`src/rtl/vend_change_dispenser_if.sv`:
```
// rtl/vend_change_dispenser_if.sv - hopper eject handshake between dispenser and coin hopper
// One coin per hop_fire pulse; the hopper answers with hop_done once the coin is out.
interface vend_change_dispenser_if;
  logic       hop_fire;
  logic [2:0] hop_sel;
  logic       hop_done;

  modport master (output hop_fire, output hop_sel, input hop_done);
  modport slave  (input hop_fire, input hop_sel, output hop_done);
endinterface

```
`src/rtl/vend_change_dispenser.sv`:
```
// rtl/vend_change_dispenser.sv - greedy change payout over a shared coin hopper
// Optional hopper acknowledge timeout: VEND_HOPPER_TIMEOUT_EN.
module vend_change_dispenser #(
  parameter int AMT_W    = 16,
  parameter int CNT_W    = 8,
  parameter int INIT_CNT = 20
`ifdef VEND_HOPPER_TIMEOUT_EN
  ,
  parameter int TIMEOUT  = 255
`endif
) (
  input  logic                    clk,
  input  logic                    reset,
  input  logic                    change_req,
  input  logic [AMT_W-1:0]        change_amt,
  input  logic                    restock_valid,
  input  logic [2:0]              restock_coin,
  input  logic [CNT_W-1:0]        restock_qty,
  vend_change_dispenser_if.master hop,
  output logic                    busy,
  output logic                    done,
  output logic [AMT_W-1:0]        shortfall,
  output logic                    fault
);

  typedef enum logic [2:0] {S_IDLE, S_SELECT, S_FIRE, S_WAIT_ACK, S_DONE} state_t;

  state_t           state_q, state_d;
  logic [AMT_W-1:0] rem_q, rem_d;
  logic [AMT_W-1:0] short_q, short_d;
  logic [2:0]       sel_q, sel_d;
  logic             fault_q, fault_d;
  logic [CNT_W-1:0] cnt_q [5];
  logic [CNT_W-1:0] cnt_d [5];

  logic             pick_found;
  logic [2:0]       pick_code;
  logic             ack;
  logic             timeout_hit;

  function automatic logic [AMT_W-1:0] coin_value(input logic [2:0] code);
    case (code)
      3'd1:    coin_value = AMT_W'(5);
      3'd2:    coin_value = AMT_W'(10);
      3'd3:    coin_value = AMT_W'(50);
      3'd4:    coin_value = AMT_W'(100);
      3'd5:    coin_value = AMT_W'(500);
      default: coin_value = '0;
    endcase
  endfunction

  // Largest denomination first; an empty or oversized coin is skipped.
  always_comb begin
    pick_found = 1'b0;
    pick_code  = 3'd0;
    for (int i = 5; i >= 1; i--) begin
      if (!pick_found && cnt_q[i-1] != '0 && coin_value(3'(i)) <= rem_q) begin
        pick_found = 1'b1;
        pick_code  = 3'(i);
      end
    end
  end

  assign ack = (state_q == S_WAIT_ACK) && hop.hop_done;

`ifdef VEND_HOPPER_TIMEOUT_EN
  localparam int TW = $clog2(TIMEOUT + 1);
  logic [TW-1:0] wait_cnt_q;

  assign timeout_hit = (state_q == S_WAIT_ACK) && !hop.hop_done &&
                       (wait_cnt_q == TW'(TIMEOUT - 1));

  always_ff @(posedge clk or posedge reset) begin
    if (reset) begin
      wait_cnt_q <= '0;
    end else if (state_q == S_WAIT_ACK && !ack && !timeout_hit) begin
      wait_cnt_q <= wait_cnt_q + 1'b1;
    end else begin
      wait_cnt_q <= '0;
    end
  end
`else
  assign timeout_hit = 1'b0;
`endif

  always_comb begin
    state_d = state_q;
    rem_d   = rem_q;
    short_d = short_q;
    sel_d   = sel_q;
    fault_d = fault_q;
    case (state_q)
      S_IDLE: begin
        if (change_req) begin
          rem_d   = change_amt;
          short_d = '0;
          fault_d = 1'b0;
          state_d = S_SELECT;
        end
      end
      S_SELECT: begin
        if (pick_found) begin
          sel_d   = pick_code;
          state_d = S_FIRE;
        end else begin
          short_d = rem_q;
          state_d = S_DONE;
        end
      end
      S_FIRE: state_d = S_WAIT_ACK;
      S_WAIT_ACK: begin
        if (ack) begin
          rem_d   = rem_q - coin_value(sel_q);
          state_d = S_SELECT;
        end else if (timeout_hit) begin
          fault_d = 1'b1;
          short_d = rem_q;
          state_d = S_DONE;
        end
      end
      S_DONE:  state_d = S_IDLE;
      default: state_d = S_IDLE;
    endcase
  end

  // A restock aimed at the coin being decremented this cycle is dropped.
  always_comb begin
    logic [CNT_W:0] sum;
    for (int i = 0; i < 5; i++) begin
      sum      = {1'b0, cnt_q[i]} + {1'b0, restock_qty};
      cnt_d[i] = cnt_q[i];
      if (ack && sel_q == 3'(i + 1)) begin
        cnt_d[i] = cnt_q[i] - 1'b1;
      end else if (restock_valid && restock_coin == 3'(i + 1)) begin
        cnt_d[i] = sum[CNT_W] ? '1 : sum[CNT_W-1:0];
      end
    end
  end

  always_ff @(posedge clk or posedge reset) begin
    if (reset) begin
      state_q <= S_IDLE;
      rem_q   <= '0;
      short_q <= '0;
      sel_q   <= 3'd0;
      fault_q <= 1'b0;
      for (int i = 0; i < 5; i++) cnt_q[i] <= CNT_W'(INIT_CNT);
    end else begin
      state_q <= state_d;
      rem_q   <= rem_d;
      short_q <= short_d;
      sel_q   <= sel_d;
      fault_q <= fault_d;
      for (int i = 0; i < 5; i++) cnt_q[i] <= cnt_d[i];
    end
  end

  assign hop.hop_fire = (state_q == S_FIRE);
  assign hop.hop_sel  = (state_q == S_FIRE) ? sel_q : 3'd0;
  assign busy         = (state_q != S_IDLE);
  assign done         = (state_q == S_DONE);
  assign shortfall    = short_q;
  assign fault        = fault_q;

endmodule

```
`src/flat_wrapper.sv`:
```
// flat-port wrapper written by rule: the top's interface ports become plain ports
module vend_change_dispenser_flat 
#(
  parameter int AMT_W    = 16,
  parameter int CNT_W    = 8,
  parameter int INIT_CNT = 20

)
  (clk, reset, change_req, change_amt, restock_valid, restock_coin, restock_qty, busy, done, shortfall, fault, hop_hop_fire, hop_hop_sel, hop_hop_done);
  vend_change_dispenser_if hop_i ();
  input  logic clk;
  input  logic reset;
  input  logic change_req;
  input  logic [AMT_W-1:0] change_amt;
  input  logic restock_valid;
  input  logic [2:0] restock_coin;
  input  logic [CNT_W-1:0] restock_qty;
  output logic busy;
  output logic done;
  output logic [AMT_W-1:0] shortfall;
  output logic fault;
  output wire logic [$bits(hop_i.hop_fire)-1:0] hop_hop_fire;
  output wire logic [$bits(hop_i.hop_sel)-1:0] hop_hop_sel;
  input wire logic [$bits(hop_i.hop_done)-1:0] hop_hop_done;
  assign hop_hop_fire = hop_i.hop_fire;
  assign hop_hop_sel = hop_i.hop_sel;
  assign hop_i.hop_done = hop_hop_done;
  vend_change_dispenser #(.AMT_W(AMT_W), .CNT_W(CNT_W), .INIT_CNT(INIT_CNT)) u_core (.clk(clk), .reset(reset), .change_req(change_req), .change_amt(change_amt), .restock_valid(restock_valid), .restock_coin(restock_coin), .restock_qty(restock_qty), .hop(hop_i), .busy(busy), .done(done), .shortfall(shortfall), .fault(fault));
endmodule
```
`config.mk`:
```
export PLATFORM = sky130hd
export DESIGN_NAME = vend_change_dispenser_flat
export DESIGN_NICKNAME = d
export VERILOG_FILES = /design/src/rtl/vend_change_dispenser_if.sv /design/src/rtl/vend_change_dispenser.sv /design/src/flat_wrapper.sv
export SDC_FILE = /design/constraint.sdc
export NUM_CORES = 1
export LEC_CHECK = 0
export ABC_AREA = 0
export CAP_MARGIN = 10
export CELL_PAD_IN_SITES_DETAIL_PLACEMENT = 1
export CELL_PAD_IN_SITES_GLOBAL_PLACEMENT = 2
export CORE_MARGIN = 10
export CORE_UTILIZATION = 39
export CTS_CLUSTER_SIZE = 14
export DETAILED_ROUTE_END_ITERATION = 12
export GPL_ROUTABILITY_DRIVEN = 0
export HOLD_SLACK_MARGIN = 0.05
export PLACE_DENSITY = 0.95
export SLEW_MARGIN = 0
export SYNTH_ARGS = -nofsm -noshare
export SYNTH_HDL_FRONTEND = slang
export SYNTH_SLANG_ARGS = --single-unit
```
`constraint.sdc`:
```
create_clock -name clk -period 8.55 [get_ports clk]
set_input_delay 2.1375 -clock clk [delete_from_list [all_inputs] [get_ports clk]]
set_output_delay 2.1375 -clock clk [all_outputs]
set_load 0.01 [all_outputs]
```
Yosys cells after proc, flatten, opt, wreduce, memory -nomap -nowiden
Index checks and enable logic that the tools add are counted.
Widths: inputs -> output; s select.
- register bits: 78
- input bits: 32
- logic and storage cells: 123
- output and inout port bits: 23
- mux-type cells: 39
- reduce and logical (&&, ||, !) cells: 42
- add/subtract/negate cells: 11
- equal/unequal tests: 17
- magnitude comparators: 5
- operators with widths (kind ; count):
    $mux 8 ; 15
    $mux 16 ; 6
    $pmux 16 s2 ; 2
    $add 8x8->9 ; 5
    $pmux 9 s5 ; 1
    $reduce_bool 8->1 ; 5
    $sub 8x1->8 const B ; 5
    $mux 3 ; 9
    $logic_and 1x1->1 ; 20
    $eq 3x2->1 const B ; 6
    $le 3x16->1 const A ; 1
    $le 4x16->1 const A ; 1
    $le 6x16->1 const A ; 1
    $le 7x16->1 const A ; 1
    $le 9x16->1 const A ; 1
    $sub 16x16->16 ; 1
    $eq 3x3->1 const B ; 5
    $reduce_bool 2->1 ; 7
    $pmux 3 s4 ; 1
    $eq 3x1->1 const B ; 3
    $reduce_and 3->1 ; 2
    $mux 1 ; 5
    $logic_not 1->1 ; 4
    $ne 2x2->1 const B ; 2
    other kinds (4) ; 5

Depth between registers and ports, before layout
- depth after elaboration: 21
- gate-level depth with buffers: 14

Worst setup path after synthesis
No wires, ideal clock.
- kind: input-to-reg
- start: input restock_qty[1]
- end: register u_core.cnt_q[5] (netlist bit)
- path slack: 4.537 ns
- cell stages on the path: 9
- path buffers: 0
- arrival: 3.854 ns
- path through: inv_1 -> fa_1 -> nor2b_1 -> o21a_1 -> o21ai_1 -> nand2_1 -> a31oi_1 -> nor3b_1 -> a221oi_1
- longest elaborated chain between the ends: 4
- RTL lines (element ; RTL line ; text):
    start: declaration ; flat_wrapper.sv:17 ; input logic [CNT_W-1:0] restock_qty;
    $add 8x8->9 ; vend_change_dispenser.sv:130 ; sum = {1'b0, cnt_q[i]} + {1'b0, restock_qty};
    $mux 8 ; vend_change_dispenser.sv:135 ; cnt_d[i] = sum[CNT_W] ? '1 : sum[CNT_W-1:0];
    $mux 8 ; vend_change_dispenser.sv:134 ; end else if (restock_valid && restock_coin == 3'(i + 1)) begin
    $mux 8 ; vend_change_dispenser.sv:132 ; if (ack && sel_q == 3'(i + 1)) begin
    end: declaration ; vend_change_dispenser.sv:33 ; logic [CNT_W-1:0] cnt_q [5];
Every way passes these cells. The select of a mux whose other input is x is not followed.
A chain may end at the register's enable or synchronous reset.

Worst setup path in the final report
Same ends and word-level chain as after synthesis.

==> summary.md <==
| Metric | Value |
|---|---|
| Post_cts resized | 0 |
| Antenna violations before repair | 0 |
| Fin. Hold Viols | 0 |
| CP max stage cell | nor3b_1 |
| Seq cells post-synth | 78 |
| Post-CTS Setup Bufs | 0 |
| Register area share after synthesis | a little under a third |
| RSZ-0062 raised after global routing | no |
| Most common cell after layout, fill and taps aside | a21oi_1 |
| Leakage power | approximately 3 nW |
| Flop pwr share | ~29% |
| Max frequency | 203 MHz |
| IO Pins | 55 |
| Largest net degree at the start of global routing | between 70 and 80 |
| IO buf count | 53 |
| Core Rows | 46 |
| Vias/cell | approximately 5.9 |
| Post-synth EDFFs | 0 |
| Cells after Synth | around 770 |
| Dpl hpwl | 15800 µm |
| Worst min-delay path category | reg2reg |
| Number of iterations in the first detailed-routing pass | 4 |
| Worst IR Drop VDD | 0.156 mV |
| Clk buf depth | 2 |
| Synth cell types | 73 |
| Final net count | slightly above 900 |
| Data required time of the critical path | 8.72 ns |
| Period minus WS final | 4.93 ns |
| MaxCap Viol Count | 0 |
| Diodes inserted | 0 |
| Grt ovf | 0 |
| Vias in the first global route | 6498 |
| Clock slew at reported path FFs | approximately 0.060 ns |
| Tot Pwr | 0.00259 W |
| Switching component of the power | around 0.0012 W |
| Main synth FF type | dfrtp_1 |
| Period utilization | just under 60% |
| Synth Net Count | a little under 900 |
| Total number of vias | around 6100 |
| Syn Area/Cell | roughly 8.4 µm² |
| Async SR Flop Fraction | 100% |
| DRC viols | 0 |
| Clock Sink Count | 78 |
| Slowest cell delay on critical path | ~0.67 ns |
| Clk_lat worst skew | 0.35 ns |
| Layout area overhead | 15.8% |
| Least-Margin Pin Slew | 1.21 ns |
| Avg WL per Cell | 20.1 µm |
| CP arrival | ~5 ns |
| H-tree levels | 3 |
| Kind of critical path | in2reg |
| Starting density of the core | between 40% and 50% |
| Slew Limit Fails | 0 |
| Worst Skew | about 0.0095 ns |
| Mapped Area | 6420 µm² |
| Outcome | finished, final reports clean |
| Max_slew headroom | between 10% and 20% |
| Die Width | ~150 µm |
| Root buf cell | clkbuf_16 |
| Yosys warning total | 0 |
| Chip height | 148 µm |
| Initial DRC count | about 270 |
| Hold slack final | roughly 0.53 ns |
| DRT antenna net count | 0 |
| Int Pwr | roughly 0.0014 W |
| CP max FO | 6 |
| First-pass GRT wire length | ~34000 µm |
| Combinational share of power | 55.7% |
| Core Region | around 16000 µm² |
| Sw frac | around 47% |
| Startpoint Class | input pin |
| Setup TNS | 0 ns |
| Most frequent cells in the layout | a21oi_1 (86), nand2_1 (77), nor2_1 (71) |
| Cell Chain, Critical Path | clkdlybuf4s50_1 -> inv_1 -> fa_1 -> nor2b_1 -> o21a_1 -> o21ai_1 -> nand2_1 -> a31oi_1 -> nor3b_1 -> a221oi_1 |
| Die ar. | between 20000 and 25000 µm² |
| Total wire length | 20800 µm |
| Tot GR Track Use | a little under a fifth |
| CTS tree | done |
| CP Capture Type | flip-flop |
| Clock share of power | ~15% |
| Final setup viols | 0 |
| Layout cell share with drive strength beyond 1 | around 6.6% |
| CTS buffer count | 9 |
| Hold-fix buffers, CTS | 0 |
| PwrDens | between 300 and 400 nW/µm² |
[Yosys cell counts, types with 11 or more instances]
| master | count | area [µm²] |
|---|---|---|
| a21o_1 | 11 | 82.6 |
| a21oi_1 | 86 | 430 |
| a221oi_1 | 14 | 123 |
| clkbuf_1 | 16 | 60.1 |
| dfrtp_1 | 68 | 1700 |
| ha_1 | 61 | 763 |
| inv_1 | 38 | 143 |
| mux2i_1 | 14 | 140 |
| nand2_1 | 77 | 289 |
| nand3_1 | 19 | 95.1 |
| nor2_1 | 71 | 267 |
| nor2b_1 | 16 | 100 |
| nor3_1 | 27 | 135 |
| o21a_1 | 11 | 82.6 |
| o21ai_0 | 30 | 150 |
| o21ai_1 | 21 | 105 |
| or3_1 | 16 | 100 |
| xor2_1 | 24 | 210 |
[logic make-up after synthesis]
family | synth area share (%)
compound gates | 23.0
xor+xnor | 4.09
fa+ha+maj | 13.8
buf+inv | 4.13
flops | 30.6
mux | 2.36
other cells | 0.0584
simple gates | 22.0
[stage by stage]
stage	std cells	worst slack [ns]	utilization, %	cell area (µm²)
final	1034	3.62	46.5	7440
after global placement	1018	3.49	44.6	7140
after CTS	1034	3.63	46.5	7440
after detailed placement	1018	3.33	44.6	7140
after floorplan	768	4.43	-	6420
after global routing	1034	3.45	46.5	7440
[worst paths after layout]
| path | from | to | slack [ns] | cells past startpoint |
|---|---|---|---|---|
| min in group asynchronous | reset | u_core.cnt_q[5]$_DFFE_PP0P_ | 2.47 | 3 |
| worst min register to register | u_core.shortfall[0]$_DFFE_PP0P_ | u_core.shortfall[0]$_DFFE_PP0P_ | 0.53 | 2 |
| worst min-delay path | u_core.shortfall[0]$_DFFE_PP0P_ | u_core.shortfall[0]$_DFFE_PP0P_ | 0.53 | 2 |
| max in group asynchronous | reset | u_core.cnt_q[32]$_DFFE_PP0P_ | 5.37 | 3 |
| worst max register to register | u_core.state_q[2]$_DFFE_PP0P_ | u_core.cnt_q[37]$_DFFE_PP0P_ | 4.81 | 6 |
| worst max-delay path | restock_qty[1] | u_core.cnt_q[5]$_DFFE_PP0P_ | 3.62 | 10 |
[power groups by stage]
stage / registers (W) / clock network, W / logic (W)
2_1_floorplan: 0.000663 / 0 / 0.00109
3_3_place_gp: 0.000736 / 0 / 0.00134
3_5_place_dp: 0.000750 / 0 / 0.00142
4_1_cts: 0.000744 / 0.000406 / 0.00145
5_1_grt: 0.000772 / 0.000423 / 0.00162
6_report: 0.000749 / 0.000397 / 0.00144
[cell type report]
cell class,count,area [µm²]
Sequential cell,78,1960
Clock buffer,11,243
Fill cell,1959,8560
Inverter,39,146
Tap cell,216,270
Clock inverter,5,57.6
Timing Repair Buffer,57,561
Multi-Input combinational cell,628,4200
[worst max-delay path: cells and delay by family]
family                     cells  cell delay, ns
buffers and inverters          2            0.95
AOI/OAI and AO/OA              4            0.91
and+or+nand+nor                3            0.81
adders and majority gates      1            0.29
[flip-flops by register name (all words and copies together) (netlist names)]
name and cells:
u_core.cnt_q 40, u_core.rem_q 16, u_core.sel_q 3, u_core.shortfall 16, u_core.state_q 3
[per-layer routing]
| layer | share of wire, % | wire length (µm) | track usage [%] | up-vias |
|---|---|---|---|---|
| li1 | - | - | - | 2885 |
| met1 | 43 | 9030 | 22.8 | 3052 |
| met2 | 50 | 10300 | 32.9 | 118 |
| met3 | 4.6 | 949 | 3.16 | 31 |
| met4 | 2.3 | 483 | 7.09 | 0 |
| met5 | 0 | 0 | 0 | - |
(Power assumes the default switching activity.)
